===== config.mk =====
export PLATFORM = sky130hd
export DESIGN_NAME = digital_pi_lf_q
export DESIGN_NICKNAME = d
export VERILOG_FILES = /design/src/rtl/digital_pi_lf_q.sv
export SDC_FILE = /design/constraint.sdc
export NUM_CORES = 1
export LEC_CHECK = 0
export CAP_MARGIN = 20
export CORE_UTILIZATION = 63
export DETAILED_ROUTE_END_ITERATION = 10
export GPL_ROUTABILITY_DRIVEN = 0
export GPL_TIMING_DRIVEN = 0
export PLACE_DENSITY = 0.87
export SETUP_SLACK_MARGIN = 0.02
export SLEW_MARGIN = 20
export SYNTH_ARGS = -nofsm -noshare
export SYNTH_HDL_FRONTEND = slang
export SYNTH_SLANG_ARGS = --single-unit

===== constraint.sdc =====
create_clock -name clk -period 7.4 [get_ports clk]
set_input_delay 1.48 -clock clk [delete_from_list [all_inputs] [get_ports clk]]
set_output_delay 1.48 -clock clk [all_outputs]
set_load 0.01 [all_outputs]

===== src/rtl/digital_pi_lf_q.sv =====
// Rx CDR digital loop filter: proportional + integral path feeding a
// phase-interpolator code (PI_BIT bits per quadrant plus two quadrant bits).
// The input error passes through an NL-stage latency line. The phase
// accumulator wraps freely. The frequency integrator saturates symmetrically,
// and freeze holds it while the phase keeps slewing at the learned rate.
module digital_pi_lf_q #(
  parameter int unsigned ADC_BIT  = 8,
  parameter int unsigned PI_BIT   = 6,
  parameter int unsigned FRAC_BIT = 8,
  parameter int unsigned FREQ_BIT = 16,
  parameter int unsigned KP_SHIFT = 2,
  parameter int unsigned KI_SHIFT = 6,
  parameter int unsigned NL       = 2,
  parameter logic [PI_BIT+1:0] OFFSET = '0
) (
  input  logic                clk,
  input  logic                rst,
  input  logic                i_filter_en,
  input  logic                i_freeze,
  input  logic [ADC_BIT-1:0]  i_in,
  input  logic                i_in_valid,
  output logic [PI_BIT+1:0]   o_out,
  output logic [FREQ_BIT-1:0] o_freq_out,
  output logic                o_sat_flag
);

  localparam int unsigned PH_W = PI_BIT + 2 + FRAC_BIT;
  localparam int unsigned MW1  = (PH_W > FREQ_BIT) ? PH_W : FREQ_BIT;
  localparam int unsigned MW2  = (MW1 > ADC_BIT + FRAC_BIT) ? MW1 : ADC_BIT + FRAC_BIT;
  // One guard bit above every operand so sums and clamp compares cannot overflow
  localparam int unsigned CW   = MW2 + 1;

  localparam logic [PH_W-1:0] OFFSET_PH = PH_W'(OFFSET) << FRAC_BIT;

  // Symmetric clamp limits: +/-(2^(FREQ_BIT-1)-1)
  localparam logic signed [CW-1:0] FREQ_MAX = {{(CW-FREQ_BIT+1){1'b0}}, {(FREQ_BIT-1){1'b1}}};
  localparam logic signed [CW-1:0] FREQ_MIN = -FREQ_MAX;

  logic [PH_W-1:0]     r_phase_acc;
  logic [FREQ_BIT-1:0] r_freq_acc;
  logic                r_sat;

  logic [ADC_BIT-1:0]  w_d_e;
  logic                w_d_v;

  // ---------------------------------------------------------------------------
  // Input latency line
  // ---------------------------------------------------------------------------
  if (NL == 0) begin : g_no_dly
    assign w_d_e = i_in;
    assign w_d_v = i_in_valid;
  end else begin : g_dly
    logic [ADC_BIT-1:0] r_dly_e [NL];
    logic [NL-1:0]      r_dly_v;

    // Shift (error, valid) pairs; disabling the filter flushes in-flight samples
    always_ff @(posedge clk or posedge rst) begin
      if (rst) begin
        for (int s = 0; s < NL; s++) r_dly_e[s] <= '0;
        r_dly_v <= '0;
      end else if (!i_filter_en) begin
        for (int s = 0; s < NL; s++) r_dly_e[s] <= '0;
        r_dly_v <= '0;
      end else begin
        r_dly_e[0] <= i_in;
        r_dly_v[0] <= i_in_valid;
        for (int s = 1; s < NL; s++) begin
          r_dly_e[s] <= r_dly_e[s-1];
          r_dly_v[s] <= r_dly_v[s-1];
        end
      end
    end

    assign w_d_e = r_dly_e[NL-1];
    assign w_d_v = r_dly_v[NL-1];
  end

  // ---------------------------------------------------------------------------
  // Datapath
  // ---------------------------------------------------------------------------
  logic signed [CW-1:0] w_e_ext;
  logic signed [CW-1:0] w_e_sh;
  logic signed [CW-1:0] w_p;
  logic signed [CW-1:0] w_i;
  logic signed [CW-1:0] w_freq_ext;
  logic signed [CW-1:0] w_freq_sum;
  logic        [CW-1:0] w_ph_full;
  logic [FREQ_BIT-1:0]  w_freq_next;
  logic                 w_clamp;
  logic                 w_unused;

  // Gains as arithmetic shifts; freeze zeroes the error so only the frequency term remains
  always_comb begin
    w_e_ext    = i_freeze ? '0 : {{(CW-ADC_BIT){w_d_e[ADC_BIT-1]}}, w_d_e};
    w_e_sh     = w_e_ext <<< FRAC_BIT;
    w_p        = w_e_sh >>> KP_SHIFT;
    w_i        = w_e_sh >>> KI_SHIFT;
    w_freq_ext = {{(CW-FREQ_BIT){r_freq_acc[FREQ_BIT-1]}}, r_freq_acc};
    // Phase uses the pre-update frequency; the result is taken mod 2^PH_W
    w_ph_full  = CW'(r_phase_acc) + w_p + w_freq_ext;
    w_freq_sum = w_freq_ext + w_i;
  end

  // Saturate the frequency integrator and flag any clamp
  always_comb begin
    w_freq_next = w_freq_sum[FREQ_BIT-1:0];
    w_clamp     = 1'b0;
    if (w_freq_sum > FREQ_MAX) begin
      w_freq_next = FREQ_MAX[FREQ_BIT-1:0];
      w_clamp     = 1'b1;
    end else if (w_freq_sum < FREQ_MIN) begin
      w_freq_next = FREQ_MIN[FREQ_BIT-1:0];
      w_clamp     = 1'b1;
    end
  end

  // Bits above PH_W are the discarded wrap carry
  assign w_unused = ^w_ph_full[CW-1:PH_W];

  // ---------------------------------------------------------------------------
  // Loop state
  // ---------------------------------------------------------------------------
  // Accumulators advance only on a qualified delayed sample; disable restores OFFSET
  always_ff @(posedge clk or posedge rst) begin
    if (rst) begin
      r_phase_acc <= OFFSET_PH;
      r_freq_acc  <= '0;
      r_sat       <= 1'b0;
    end else if (!i_filter_en) begin
      r_phase_acc <= OFFSET_PH;
      r_freq_acc  <= '0;
      r_sat       <= 1'b0;
    end else if (w_d_v) begin
      r_phase_acc <= w_ph_full[PH_W-1:0];
      r_freq_acc  <= w_freq_next;
      r_sat       <= r_sat | w_clamp;
    end
  end

  assign o_out      = r_phase_acc[PH_W-1:FRAC_BIT];
  assign o_freq_out = r_freq_acc;
  assign o_sat_flag = r_sat;

endmodule

==> results.py, run 1 <==
metrics = {
    "final_layout": {
        "nets": 536,
        "final_util_pct": 75.9,
        "final_area_mm2": 0.00457,
        "layout-drive-gt1-share_pct": 9.47,
        "seqCellArea_mm2": 0.00128,
        "syn2layout_area_growth_pct": 14.4,
        "multi_input_area_mm2": 0.00248,
        "fill_cells": 422,
        "diodes": 0,
    },
    "setup_path": {
        "crit_arrival_ns": 5.47,
        "critPathLaunchType": "input port",
        "rr_endpoint": "o_sat_flag",
        "critPathCaptureType": "flip-flop",
        "ff2ff_path_depth": 11,
        "rr_startpoint": "w_d_e[0]",
        "crit_type": "in2reg",
        "crit_path_end": "o_sat_flag",
        "r2r_setup_slack_ns": 3.71,
        "worstPathRequired_ns": 7.64,
        "critPathMaxFanout": 10,
        "startpoint": "i_freeze",
    },
    "die": {
        "start_util_pct": 66.3,
        "fp.dieW_um": 81.6,
        "die_area_mm2": 0.00667,
        "num_rows": 28,
        "die_h_um": 81.6,
        "core-area_mm2": 0.00603,
        "ios": 38,
    },
    "sta": {
        "finalCriticalPeriod_ns": 5.22,
        "fmax_mhz": 191,
        "fin_skew_ns": 0.00984,
        "worstMarginPinSlew_ns": 0.750,
        "finalSetupTns_ns": 0,
        "rsz0062_at_grt": "false",
        "finalCritPeriodShare_pct": 70.6,
        "hold_viol_final": 0,
        "slew-limit-headroom_pct": 49.3,
        "setup_viol": 0,
        "drv_slew": 0,
        "fin_worst_hold_slack_ns": 0.463,
    },
    "logic_synthesis": {
        "async_flop_share_pct": 100,
        "ys_warn_count": 0,
        "avgSynthCellArea_um2": 9.06,
        "yosysTopAreaCell": "dfrtp_1",
        "synth_ff_type": "dfrtp_1",
        "syn-cell-area_mm2": 0.00400,
        "syn-num-nets": 492,
        "ys_types": 68,
        "synth_edf_count": 0,
        "synth_fa_ha_area_share_pct": 14.2,
        "synth.area.top_cells": "dfrtp_1 (32%), ha_1 (8.5%), fa_1 (5.5%)",
        "synth-compound-area-share_pct": 21.8,
        "muxShareOfSynthArea_pct": 2.04,
        "ys_seq_area_share_pct": 31.9,
        "synthCells": 441,
        "yosysTopAreaCellShare_pct": 31.9,
        "ys_ff_latch": 51,
        "synth_top_family_by_area": "compound AO/OA/AOI/OAI gates",
        "synth_xor_area_share_pct": 4.60,
        "yosys.area_share.simple_pct": 19.5,
    },
    "min_path": {
        "holdCritPathClass": "reg2reg",
        "hold_path_depth": 1,
    },
    "route": {
        "drtIter0Drc": 284,
        "first_pass_iters": 5,
        "drt-vias-per-instance": 6.46,
        "post-route-drc-count": 0,
        "final_antenna_net_count": 0,
        "wirelength_um": 9810,
        "vias": 3625,
        "wl_per_cell_um": 17.5,
    },
    "run": {
        "drv_cap": 0,
    },
    "grt": {
        "grt_pass1_vias": 3434,
        "grt_pass1_wl_um": 16000,
        "antenna_found_initial": 0,
        "grt_max_degree": 33,
        "grt_overflow": 0,
        "grt_usage_pct": 32.0,
    },
    "clocking": {
        "clockRootBuffer": "clkbuf_8",
        "cts-resized-gates": 0,
        "cts_setup_buffers": 0,
        "postCtsHoldBufs": 0,
        "clock_path_buffers": 2,
        "cts_tree": "yes",
        "h-tree-depth": 2,
        "clock_latency_ns": 0.32,
        "cts.clk_slew.worst_paths_ns": 0.09,
        "cts_buffers": 5,
        "cts_num_sinks": 51,
    },
    "power": {
        "p_leak_nw": 2.07,
        "cellPowerDensity_mw_per_mm2": 120,
        "ir_worst_vdd_mv": 0.128,
    },
    "placed_design": {
        "dp_hpwl_um": 7580,
        "numPortBuffers": 36,
        "placed_cell_area_mm2": 0.00448,
    },
    "status": {
        "status": "completed",
    },
}
-- worst min-delay path by stage --
| stage | startpoint | to | slack, ns |
|---|---|---|---|
| after global routing | g_dly.r_dly_e[10] | w_d_e[2] | 0.48 |
| after global placement | g_dly.r_dly_e[12] | w_d_e[4] | 0.44 |
| after detailed placement | g_dly.r_dly_e[10] | w_d_e[2] | 0.44 |
| after CTS | g_dly.r_dly_e[14] | w_d_e[6] | 0.46 |
| final | g_dly.r_dly_e[14] | w_d_e[6] | 0.46 |
| after floorplan | g_dly.r_dly_v[0] | g_dly.r_dly_v[1] | 0.43 |
-- layer usage --
metal	vias to the layer above	track usage (%)	wire (um)
met5	-	0	0
met4	0	14.7	365
met3	38	5.67	763
met2	181	52.2	4530
met1	1727	41.6	4150
li1	1679	-	-
-- flip-flops by register name, summed over array words and instances (netlist names) --
| signal | cells |
|---|---|
| o_freq_out | 16 |
| o_sat_flag | 1 |
| w_d_e | 8 |
| g_dly.r_dly_e | 8 |
| g_dly.r_dly_v | 2 |
| r_phase_acc | 16 |
-- layout by cell type (no fill, tap or decap), types with 8 or more instances in the layout --
| cell | n |
|---|---|
| dfrtp_1 | 51 |
| nor2_1 | 36 |
| clkdlybuf4s50_1 | 36 |
| a21oi_1 | 35 |
| ha_1 | 27 |
| inv_1 | 25 |
| nand2_1 | 25 |
| and2_1 | 25 |
| o21ai_0 | 24 |
| xnor2_1 | 12 |
| clkbuf_1 | 11 |
| o31ai_1 | 11 |
| fa_1 | 11 |
| buf_4 | 9 |
| xor2_1 | 9 |
| nor2b_1 | 9 |
| nor3_1 | 8 |
-- power by group --
group | switching (W) | internal [W]
Sequential | 0.00000578 | 0.000285
Clock | 0.000103 | 0.0000679
Combinational | 0.0000502 | 0.0000362
-- logic make-up (layout without fill, tap and decap cells) --
family	after synthesis	in the layout
flip-flops	51	51
AO/OA/AOI/OAI	126	126
multiplexers	8	8
AND/OR/NAND/NOR	145	145
adder cells (fa/ha/maj)	39	39
XOR/XNOR	21	21
buffers and inverters	51	96
-- critical path: stages --
cell	delay, ns
clkdlybuf4s50_1	0.73
nor2b_1	0.15
ha_1	0.25
fa_1	0.45
a211oi_1	0.38
o21a_1	0.25
nor4_1	0.08
or4_1	0.52
a221o_1	0.35
nor4_1	0.44
a2111oi_0	0.21
nor2_1	0.15
-- synth_stat cells (5+ instances only) --
cell type,count
and3_1,5
or4_1,5
a21o_1,6
buf_4,9
fa_1,11
and2_1,25
nor3_1,8
xor2_1,9
nor2_1,36
inv_1,26
o21ai_0,24
nand4_1,5
nor2b_1,9
a211oi_1,7
a21oi_1,35
ha_1,27
nor4_1,5
o21a_1,6
nand2_1,25
nand3_1,7
clkbuf_1,11
dfrtp_1,51
o31ai_1,11
mux2i_1,7
xnor2_1,12
-- per-stage QoR --
step                      worst slack [ns]  instances  power [W]
after floorplan                       3.26        441   0.000351
after global placement                2.05        552   0.000376
after detailed placement              1.97        553   0.000381
after CTS                             2.28        561   0.000545
after global routing                  2.01        561   0.000565
final                                 2.18        561   0.000548
-- area by class of cell --
| class | instances | share of cell area, % |
|---|---|---|
| Buffer | 24 | 2.96 |
| Clock buffer | 5 | 1.51 |
| Clock inverter | 3 | 0.520 |
| Inverter | 27 | 2.27 |
| Multi-Input combinational cell | 339 | 54.3 |
| Sequential cell | 51 | 27.9 |
| Tap cell | 75 | 2.05 |
| Timing Repair Buffer | 37 | 8.49 |
(Power assumes the default switching activity.)
==> run 2, diff against run 1 <==
CORE_UTILIZATION = 53   (was 63)
PLACE_DENSITY = 0.78   (was 0.87)
clock period = 4.8 ns   (was 7.4 ns; I/O delays follow)
==> results.py, run 2 (synthesis gave the netlist of run 1 again) <==
metrics = {
    "sta": {
        "timing.final.ws_setup_ns": 0.243,
        "fin_skew_ns": 0.0121,
        "finalCritPeriodShare_pct": 94.9,
        "fmax_mhz": 219,
        "hold_viol_final": 0,
        "finalCriticalPeriod_ns": 4.56,
        "drv_slew": 0,
        "worstMarginPinSlew_ns": 0.824,
        "rsz0062_at_grt": "false",
        "setup_viol": 0,
        "fin_worst_hold_slack_ns": 0.457,
        "slew-limit-headroom_pct": 45.1,
        "finalSetupTns_ns": 0,
    },
    "setup_path": {
        "crit_arrival_ns": 4.75,
        "worstPathCellList": "clkdlybuf4s50_1, nor2b_1, ha_1, fa_1, a21o_1, a311o_1, a21oi_1, xor2_1, o2111ai_1, or3_1, o41ai_4, o31ai_1",
        "crit_type": "in2reg",
        "ff2ff_path_depth": 11,
        "worstPathRequired_ns": 4.99,
        "rr_endpoint": "o_freq_out[10]",
        "path_delay_family": "compound AO/OA/AOI/OAI gates",
        "cp_slowest_stage_delay_ns": 0.64,
        "critPathLaunchType": "input port",
        "critPathCaptureType": "flip-flop",
        "path_buf_inv": 1,
        "cpMaxStageDelayCell": "clkdlybuf4s50_1",
        "r2r_setup_slack_ns": 1.13,
        "critPathMaxFanout": 10,
        "rr_startpoint": "w_d_e[0]",
    },
    "route": {
        "final_antenna_net_count": 0,
        "wirelength_um": 9640,
        "wl_per_cell_um": 16.5,
        "post-route-drc-count": 0,
        "drt-vias-per-instance": 6.08,
        "vias": 3558,
        "first_pass_iters": 5,
        "drtIter0Drc": 280,
    },
    "clocking": {
        "cts-resized-gates": 0,
        "cts_num_sinks": 51,
        "h-tree-depth": 2,
        "cts_tree": "yes",
        "cts_buffers": 5,
        "cts.clk_slew.worst_paths_ns": 0.11,
        "clock_latency_ns": 0.33,
        "postCtsHoldBufs": 0,
        "clockRootBuffer": "clkbuf_8",
        "clock_path_buffers": 2,
        "cts_setup_buffers": 0,
    },
    "min_path": {
        "min-delay-start": "g_dly.r_dly_e[14]",
        "hold_path_depth": 1,
        "whs_endpoint": "w_d_e[6]",
        "holdCritPathClass": "reg2reg",
    },
    "run": {
        "drv_cap": 0,
    },
    "placed_design": {
        "dp_hpwl_um": 7320,
        "dp.cells": 577,
        "numPortBuffers": 36,
        "dp_slack_ns": 0.0300,
    },
    "die": {
        "start_util_pct": 55.1,
        "num_rows": 31,
        "die_h_um": 88.8,
        "ios": 38,
        "die_area_mm2": 0.00789,
        "core-area_mm2": 0.00725,
        "fp.dieW_um": 88.8,
    },
    "grt": {
        "grt_pass1_wl_um": 15600,
        "grt_usage_pct": 26.4,
        "grt_max_degree": 30,
        "grt_pass1_vias": 3316,
        "grt_overflow": 0,
        "antenna_found_initial": 0,
    },
    "final_layout": {
        "final_util_pct": 63.4,
        "nets": 536,
        "layout_common_cells": "dfrtp_1 (51), nor2_1 (36), clkdlybuf4s50_1 (36), a21oi_1 (35), ha_1 (27)",
        "layout.cells.non_filler": 585,
        "syn2layout_area_growth_pct": 15.0,
        "layout_commonest_cell": "dfrtp_1",
        "layout-drive-gt1-share_pct": 9.47,
        "diodes": 0,
    },
    "power": {
        "ir_worst_vdd_mv": 0.153,
        "p_leak_nw": 2.07,
        "cellPowerDensity_mw_per_mm2": 186,
    },
    "status": {
        "status": "completed",
    },
}
[run 2: cell count changes in the layout (fill, tap and decap cells not counted)]
cell,change
clkinv_4,+1
clkinvlp_4,-2
buf_12,+1
buf_16,-1
inv_6,+1
[run 2: how the worst max path moves through the flow]
stage              from        endpoint  slack (ns)  depth (start not counted)
6_report       i_freeze  o_freq_out[10]        0.24                         12
5_1_grt        i_freeze  o_freq_out[10]        0.03                         12
4_1_cts        i_freeze  o_freq_out[10]        0.29                         12
3_5_place_dp   i_freeze  o_freq_out[10]        0.03                         12
3_3_place_gp   i_freeze   o_freq_out[4]        0.03                         12
2_1_floorplan  i_freeze  o_freq_out[10]        1.18                         11
[run 2: per-stage QoR]
step | total power, W | cell area, um2
3_3_place_gp | 0.000580 | 4480
3_5_place_dp | 0.000586 | 4500
5_1_grt | 0.000886 | 4600
4_1_cts | 0.000853 | 4600
6_report | 0.000853 | 4600
2_1_floorplan | 0.000541 | 4000
[run 2: routing by layer]
metal	vias to the layer above	part of all wire (%)	GRT usage [%]
met2	177	46	43.1
met4	0	3.6	11.1
met1	1683	44	34.3
met3	31	7.2	5.22
li1	1667	-	-
met5	-	0	0
[run 2: final cells by class]
type	count	area (um2)
fill	648	2660
multi-input combinational	339	2480
sequential	51	1280
timing repair buffer	37	380
buffer	24	135
tap	99	124
inverter	27	104
clock buffer	5	68.8
clock inverter	3	26.3
[run 2: power by group]
| group | leakage, nW | switching, W | internal (W) | total, W |
|---|---|---|---|---|
| clock | 0.0491 | 0.000166 | 0.000108 | 0.000274 |
| combinational | 1.33 | 0.0000768 | 0.0000550 | 0.000132 |
| sequential | 0.696 | 0.00000803 | 0.000440 | 0.000448 |
==> run 3, diff against run 2 <==
SLEW_MARGIN = unset   (was 20)
==> results of run 3 <==
No change in the layout: final DEF, timing and power equal those of run 2.
